### src/rtl/spart_pkg.sv
// spart_pkg: shared SPART constants, CPU address map and framer state encoding
package spart_pkg;
    localparam int NUM_NIB = 15;
    localparam logic [3:0] TERM_TAG = 4'hF;
    localparam logic [7:0] BAUD_RATE = 8'h50;
    localparam logic [2:0] ADDR_START = 3'd0;
    localparam logic [2:0] ADDR_N0 = 3'd1;
    localparam logic [2:0] ADDR_N1_4 = 3'd2;
    localparam logic [2:0] ADDR_N5_8 = 3'd3;
    localparam logic [2:0] ADDR_N9_12 = 3'd4;
    localparam logic [2:0] ADDR_N13_14 = 3'd5;
    typedef enum logic [1:0] {IDLE, DATA, TERM, DONE} state_t;
endpackage

### src/rtl/spart_tx_framer_if.sv
// spart_tx_framer_if: CPU write port plus FIFO push port of the SPART transmit framer
interface spart_tx_framer_if;
    logic wr;
    logic [2:0] addr;
    logic [15:0] wdata;
    logic full;
    logic send;
    logic [7:0] data_out;
    logic busy;
    logic done;
    modport master (output wr, addr, wdata, full, input send, data_out, busy, done);
    modport slave (input wr, addr, wdata, full, output send, data_out, busy, done);
endinterface

### src/rtl/spart_nib_regfile.sv
// spart_nib_regfile: address-decoded 15x4 nibble store with a read port indexed by idx
import spart_pkg::*;
module spart_nib_regfile (
    input logic clk,
    input logic rst,
    input logic wr,
    input logic [2:0] addr,
    input logic [15:0] wdata,
    input logic [3:0] idx,
    output logic [3:0] nib
);
    logic [3:0] r [NUM_NIB];
    always_ff @(posedge clk or posedge rst)
        if (rst)
            for (int i = 0; i < NUM_NIB; i++) r[i] <= '0;
        else if (wr)
            case (addr)
                ADDR_N0: r[0] <= wdata[3:0];
                ADDR_N1_4: {r[1], r[2], r[3], r[4]} <= wdata;
                ADDR_N5_8: {r[5], r[6], r[7], r[8]} <= wdata;
                ADDR_N9_12: {r[9], r[10], r[11], r[12]} <= wdata;
                ADDR_N13_14: {r[13], r[14]} <= wdata[7:0];
                default: ;
            endcase
    // idx runs one past the last nibble while the terminator is out
    assign nib = (idx < 4'(NUM_NIB)) ? r[idx] : '0;
endmodule

### src/rtl/spart_tx_framer.sv
// spart_tx_framer: pushes {idx,nib} bytes plus a 0xF terminator into the SPART TX FIFO
// SPART_TX_FRAMER_CKSUM_EN: terminator low nibble carries the XOR of all data nibbles
import spart_pkg::*;
module spart_tx_framer (
    input logic clk,
    input logic rst,
    spart_tx_framer_if.slave bus
);
    state_t state, state_nx;
    logic [3:0] idx, nib, tail;
    logic idle, start, acc, data_acc;
    assign idle = state == IDLE;
    assign start = idle && bus.wr && bus.addr == ADDR_START;
    assign acc = (state == DATA || state == TERM) && !bus.full;
    assign data_acc = acc && state == DATA;
    spart_nib_regfile u_regs (
        .clk(clk),
        .rst(rst),
        .wr(idle && bus.wr),
        .addr(bus.addr),
        .wdata(bus.wdata),
        .idx(idx),
        .nib(nib)
    );
    always_ff @(posedge clk or posedge rst)
        if (rst) state <= IDLE;
        else state <= state_nx;
    always_ff @(posedge clk or posedge rst)
        if (rst) idx <= '0;
        else if (start) idx <= '0;
        else if (data_acc) idx <= idx + 4'd1;
`ifdef SPART_TX_FRAMER_CKSUM_EN
    logic [3:0] cks;
    always_ff @(posedge clk or posedge rst)
        if (rst) cks <= '0;
        else if (start) cks <= '0;
        else if (data_acc) cks <= cks ^ nib;
    assign tail = cks;
`else
    assign tail = '0;
`endif
    always_comb begin
        state_nx = state;
        bus.data_out = '0;
        bus.done = 1'b0;
        case (state)
            IDLE: state_nx = start ? DATA : IDLE;
            DATA: begin
                bus.data_out = {idx, nib};
                state_nx = (acc && idx == 4'(NUM_NIB - 1)) ? TERM : DATA;
            end
            TERM: begin
                bus.data_out = {TERM_TAG, tail};
                state_nx = acc ? DONE : TERM;
            end
            DONE: begin
                bus.done = 1'b1;
                state_nx = IDLE;
            end
            default: state_nx = IDLE;
        endcase
    end
    assign bus.send = acc;
    assign bus.busy = !idle;
endmodule

### src/flat_wrapper.sv
// flat-port wrapper written by rule: the top's interface ports become plain ports
module spart_tx_framer_flat 
  (clk, rst, bus_wr, bus_addr, bus_wdata, bus_full, bus_send, bus_data_out, bus_busy, bus_done);
  spart_tx_framer_if bus_i ();
  input logic clk;
  input logic rst;
  input wire logic [$bits(bus_i.wr)-1:0] bus_wr;
  input wire logic [$bits(bus_i.addr)-1:0] bus_addr;
  input wire logic [$bits(bus_i.wdata)-1:0] bus_wdata;
  input wire logic [$bits(bus_i.full)-1:0] bus_full;
  output wire logic [$bits(bus_i.send)-1:0] bus_send;
  output wire logic [$bits(bus_i.data_out)-1:0] bus_data_out;
  output wire logic [$bits(bus_i.busy)-1:0] bus_busy;
  output wire logic [$bits(bus_i.done)-1:0] bus_done;
  assign bus_i.wr = bus_wr;
  assign bus_i.addr = bus_addr;
  assign bus_i.wdata = bus_wdata;
  assign bus_i.full = bus_full;
  assign bus_send = bus_i.send;
  assign bus_data_out = bus_i.data_out;
  assign bus_busy = bus_i.busy;
  assign bus_done = bus_i.done;
  spart_tx_framer u_core (.clk(clk), .rst(rst), .bus(bus_i));
endmodule
### config.mk
export PLATFORM = sky130hd
export DESIGN_NAME = spart_tx_framer_flat
export DESIGN_NICKNAME = d
export VERILOG_FILES = /design/src/rtl/spart_pkg.sv /design/src/rtl/spart_tx_framer_if.sv /design/src/rtl/spart_nib_regfile.sv /design/src/rtl/spart_tx_framer.sv /design/src/flat_wrapper.sv
export SDC_FILE = /design/constraint.sdc
export NUM_CORES = 1
export LEC_CHECK = 0
export CAP_MARGIN = 20
export CORE_MARGIN = 1
export CORE_UTILIZATION = 53
export CTS_BUF_LIST = sky130_fd_sc_hd__clkbuf_8
export DETAILED_ROUTE_END_ITERATION = 7
export GPL_ROUTABILITY_DRIVEN = 0
export MAX_ROUTING_LAYER = met4
export PLACE_DENSITY = 0.81
export SETUP_SLACK_MARGIN = 0.05
export SLEW_MARGIN = 15
export SYNTH_ARGS = -nofsm -noshare
export SYNTH_HDL_FRONTEND = slang
export SYNTH_SLANG_ARGS = --single-unit
### constraint.sdc
create_clock -name clk -period 1.7 [get_ports clk]
set_input_delay 0.17 -clock clk [delete_from_list [all_inputs] [get_ports clk]]
set_output_delay 0.17 -clock clk [all_outputs]
set_load 0.005 [all_outputs]
Yosys cells after proc, flatten, opt, wreduce, memory -nomap -nowiden:

Cells that the tools add are included.
W data, S select, Z words.

* multiplexer cells: 12
* multiply operators: 0
* reductions and logical operators: 16
* equal/unequal tests: 9
* div/mod/pow operators: 0
* magnitude comparators: 2
* bitwise operators: 1
* add/sub/neg operators: 1
* shift-type cells: 0

Operators by type and width (count)
* $mux W4: 5
* $bmux W4 S4: 1
* $pmux W8 S2: 1
* $reduce_and A2 Y1: 5
* $pmux W2 S4: 1
* $eq A3 B2 Y1 const B: 2
* $eq A3 B3 Y1 const B: 2
* $ge A5 B5 Y1 const B: 1
* $logic_and A1 B1 Y1: 5
* $not A4 Y5: 1
* $add A4 B1 Y4 const B: 1
* $eq A2 B2 Y1 const B: 2
* $eq A4 B4 Y1 const B: 1
* $lt A4 B4 Y1 const B: 1
* $eq A3 B1 Y1 const B: 1
* $logic_not A3 Y1: 1
* $mux W1: 3
* $eq A2 B1 Y1 const B: 1
* $logic_not A1 Y1: 2
* $logic_not A2 Y1: 1
* $mux W2: 1
* $reduce_bool A2 Y1: 1
* $logic_or A1 B1 Y1: 1

* output and inout port bits: 11
* ROM bits: 0
* flip-flop bits (word level): 66
* input bits: 23
* memories kept: 0
* latch bits: 0
* bits in writable memories: 0
* logic and storage cells: 58

Depth between registers and ports, before layout:

* depth in word-level cells: 6
* mapped depth: 8
* depth with buffers taken out: 6

By module:

Synthesis repeated with hierarchy kept, for this count alone.

* cell total of the unflattened synthesis: 240
* area, all modules: 3357.0 µm²

By module, submodules not included
* spart_nib_regfile: area an instance 2855.2 µm², cells each 182, times used 1, seq. area each 1501.4 µm²
* spart_tx_framer: area an instance 501.7 µm², cells each 58, times used 1, seq. area each 150.1 µm²

Worst setup path before layout:

OpenSTA, ideal clock, no wires.

* path kind: reg2reg
* start: register u_core.state[0]
* end: register u_core.u_regs.r[10] in the netlist's numbering
* setup slack: -170 ps
* required time: 1575 ps
* cell stages (with the launch flop): 7
* data arrival time: 1746 ps
* path buffers: 1
* library setup time: 125 ps
* clock period less this slack: 1870 ps
* path through: dfrtp_1 > inv_1 > ha_1 > nand2_2 > nor4b_4 > buf_6 > mux2_2

* word-level cells in the longest chain between the ends: 3

Ends and longest elaborated chain
* start: declaration: line spart_tx_framer.sv:9 `state_t state, state_nx;`
* start signal: assignment: line spart_tx_framer.sv:27 `else state <= state_nx;`
* $logic_not A2 Y1: line spart_tx_framer.sv:12 `assign idle = state == IDLE;`
* $logic_and A1 B1 Y1: line spart_tx_framer.sv:19 `.wr(idle && bus.wr),`
* $reduce_and A2 Y1 (no line)
* end: declaration: line spart_nib_regfile.sv:12 `logic [3:0] r [NUM_NIB];`

No other way between the ends.
A chain may end at the register's enable or synchronous reset.

Final worst setup path:

* start: register u_core.state[0]
* end: output port bus_data_out[1]

* word-level cells in the longest chain between the ends: 2
* elaborated cells between the ends (all ways): 3
* classes of those cells: 2 x eq/ne; 1 x mux

Ends and longest elaborated chain
* $eq A2 B2 Y1 or $eq A2 B1 Y1 (tied branches): line spart_tx_framer.sv:46 `case (state)`
* $pmux W8 S2 (*): line spart_tx_framer.sv:46
* end: declaration: line flat_wrapper.sv:12 `output wire logic [$bits(bus_i.data_out)-1:0] bus_data_out;`

Every way passes the cells marked *; elsewhere a longest branch is shown, timed or not.

==> results.toml <==
[synth]
synth_nets = 266
synth_area_um2 = 3250
synthArstFlopShare = 1.00
avgSynthCellArea_um2 = 13.8
synth-edff-count = 0
synth-seq-cells = 66
synth_warnings = 0
synth_cell_types = 32
synth_flop_cell = "dfrtp_1"
synthCells = 236
ys_seq_area_frac = 0.509

[global_route]
grt_pass1_vias = 2534
grt_max_degree = 41
antenna_found_initial = 0
grt_pass1_wl_um = 13400
grt_overflow = 0
gr-usage-all-layers = 0.305

[sta]
period_minus_slack_ns = 2.23
worstMarginPinSlew_ns = 0.388
finalHoldViolations = 0
slew_viol_final = 0
fmax_mhz = 448
layout_setup_ws_ns = -0.530
finalSetupViolCount = 69
fin_crit_sh = 1.31
skew_ns = 0.00877
slew_headroom = 0.734
grt_setup_unrepaired = "true"

[status]
violations = "setup timing"
outcome = "complete, but fails checks"

[power]
p_total_uw = 5660
ir_drop_mv = 0.912
pwr_density_cell_nw_per_um2 = 1200
p_leak_uw = 0.00207

[worst_setup_path]
r2r-end = "u_core.u_regs.r[41]"
reg2reg_from = "u_core.state[0]"
r2r_setup_slack_ns = -0.25
crit_start = "u_core.state[0]"
crit_path_start_kind = "flip-flop"
worstPathRequired_ns = 1.53
worst_ep_arrival_time_ns = 2.06
crit_fanout = 3
rr_worst_depth = 8
crit_type = "reg -> out"
endpoint = "bus_data_out[1]"
endpoint_kind = "primary output"

[run]
drv_cap = 0

[floorplan]
fp-row-count = 28
fp.dieW_um = 80.3
core_area_um2 = 5920
io_pins = 34
die_y_um = 80.3
die_area_um2 = 6440
start_util = 0.548

[placement]
dp_slack_ns = -0.384
io_buffers = 33
dp_hpwl_um = 4940

[layout]
nNetsFinal = 358
area_growth_pct = 45.7
drive_gt1_frac = 0.580
n_antenna_cell = 0

[cts]
clock_path_buffers = 2
cts_made_buffers = 9
cts_tree = "yes"
clk_latency_ns = 0.35
cts_max_level = 3
holdBufCountCts = 0
cts_root_buf = "clkbuf_8"
clkSinkCount = 66
cts.clk_slew.worst_paths_ns = 0.07

[detailed_routing]
drt-total-wl_um = 9550
drtIter0Drc = 177
wire_per_inst_um = 23.5
vias = 2456
vias_per_cell = 6.05
ant_nets = 0
drc_errors = 0
dr.pass1.iters = 4

[min_path]
hold_class = "in -> async"
[registers in the layout, indices dropped and copies added, names as in the netlist, named ones only]
name	count
u_core.u_regs.r	60
u_core.state	1
u_core.idx	4
[power breakdown]
group	switching [uW]	leakage [uW]	internal, uW
Sequential	328	0.000803	2080
Combinational	836	0.00118	1280
Clock	589	0.0000852	542
Total	1750	0.00207	3910
[how the worst min path moves through the flow]
stage                                   start             endpoint  slack [ns]  depth (start not counted)
after floorplan                           rst            async pin        0.31                          1
after global placement     u_core.u_regs.r[1]   u_core.u_regs.r[1]        0.48                          1
after detailed placement  u_core.u_regs.r[34]  u_core.u_regs.r[34]        0.49                          1
after CTS                                 rst  u_core.u_regs.r[26]        0.22                          3
after global routing                      rst  u_core.u_regs.r[30]        0.25                          3
final                                     rst  u_core.u_regs.r[48]        0.23                          3
[critical path: stages (launching register included)]
cell      delay, ns
dfrtp_1        0.43
inv_2          0.08
ha_4           0.27
nand3b_1       0.10
buf_6          0.14
buf_6          0.12
a31oi_4        0.17
o211ai_1       0.14
o31ai_2        0.10
buf_2          0.16
[stage by stage]
stage               cell area (um2)   util  cells  TNS [ns]  hold slack (ns)
finish                         4730  0.799    406     -8.19            0.226
floorplan                      3270      -    236    -0.974            0.314
detailed placement             3960  0.669    365     -6.08            0.489
global route                   4730  0.799    406    -10.71            0.254
global placement               3960  0.669    365     -4.86            0.482
CTS                            4510  0.761    399     -5.28            0.216
[Yosys cell counts, types with 2 or more instances]
library cell,n,area share
nand3b_1,2,0.0046
nor4b_4,2,0.015
xnor2_1,2,0.0054
dfrtp_1,66,0.51
buf_4,2,0.0046
o31ai_1,4,0.0093
clkbuf_1,3,0.0035
ha_1,7,0.027
a31oi_1,4,0.0077
inv_1,6,0.0069
a221oi_1,4,0.011
buf_6,3,0.010
nand4_1,3,0.0058
buf_2,4,0.0062
a21oi_1,5,0.0077
mux2_2,64,0.22
o211ai_1,4,0.0093
nand2_1,8,0.0093
nor2b_1,7,0.013
nor2_1,10,0.012
mux4_2,8,0.056
mux2i_1,8,0.025
[layer usage]
| metal | track usage | vias to the layer above | share of wire |
|---|---|---|---|
| met5 | - | - | 0 |
| met4 | 0.120 | 0 | 0.026 |
| met3 | 0.0818 | 29 | 0.060 |
| met2 | 0.483 | 106 | 0.50 |
| met1 | 0.375 | 1264 | 0.42 |
| li1 | - | 1057 | - |
[layout make-up]
cell class	count	area (um2)
Clock buffer	10	138
Clock inverter	4	21.3
Fill cell	320	1190
Inverter	6	26.3
Multi-Input combinational cell	151	1840
Sequential cell	66	1650
Tap cell	75	93.8
Timing Repair Buffer	94	960
[what timing repair did]
action	CTS	global route
endpoints found under the setup margin	53	76
gates resized for setup	101	35
pin swaps	14	17
setup buffers	19	10
cloned	1	2
[cells in the final DEF (no fill, tap or decap), types with 2 or more instances in the layout]
cell,count
clkinvlp_4,2
buf_12,8
buf_4,34
clkbuf_8,10
mux2_4,35
nor2b_4,3
ha_4,4
xnor2_2,2
ha_1,3
nor2_1,8
mux4_2,8
a21oi_4,2
nand4_1,3
nand3b_1,2
nand2_1,7
inv_2,2
buf_6,16
buf_2,9
clkdlybuf4s50_1,22
nor2b_1,4
a31oi_1,2
a21oi_1,2
o211ai_1,4
mux2i_1,8
o31ai_2,4
clkbuf_16,3
mux2_2,29
dfrtp_1,65
clkinv_2,2
inv_1,4
nor2_4,2
nor4b_4,2
a221oi_1,3
[cell families (layout without fill, tap and decap cells)]
kind of cell               after synthesis  count (layout)  share of synthesized area
muxes                                   80              80                      0.302
DFF                                     66              66                      0.509
and+or+nand+nor                         37              37                     0.0706
AOI/OAI and AO/OA                       24              24                     0.0505
buffers and inverters                   19             114                     0.0328
adders and majority gates                7               7                     0.0270
xor gates and xnor gates                 3               3                    0.00810
(Power assumes the default switching activity.)
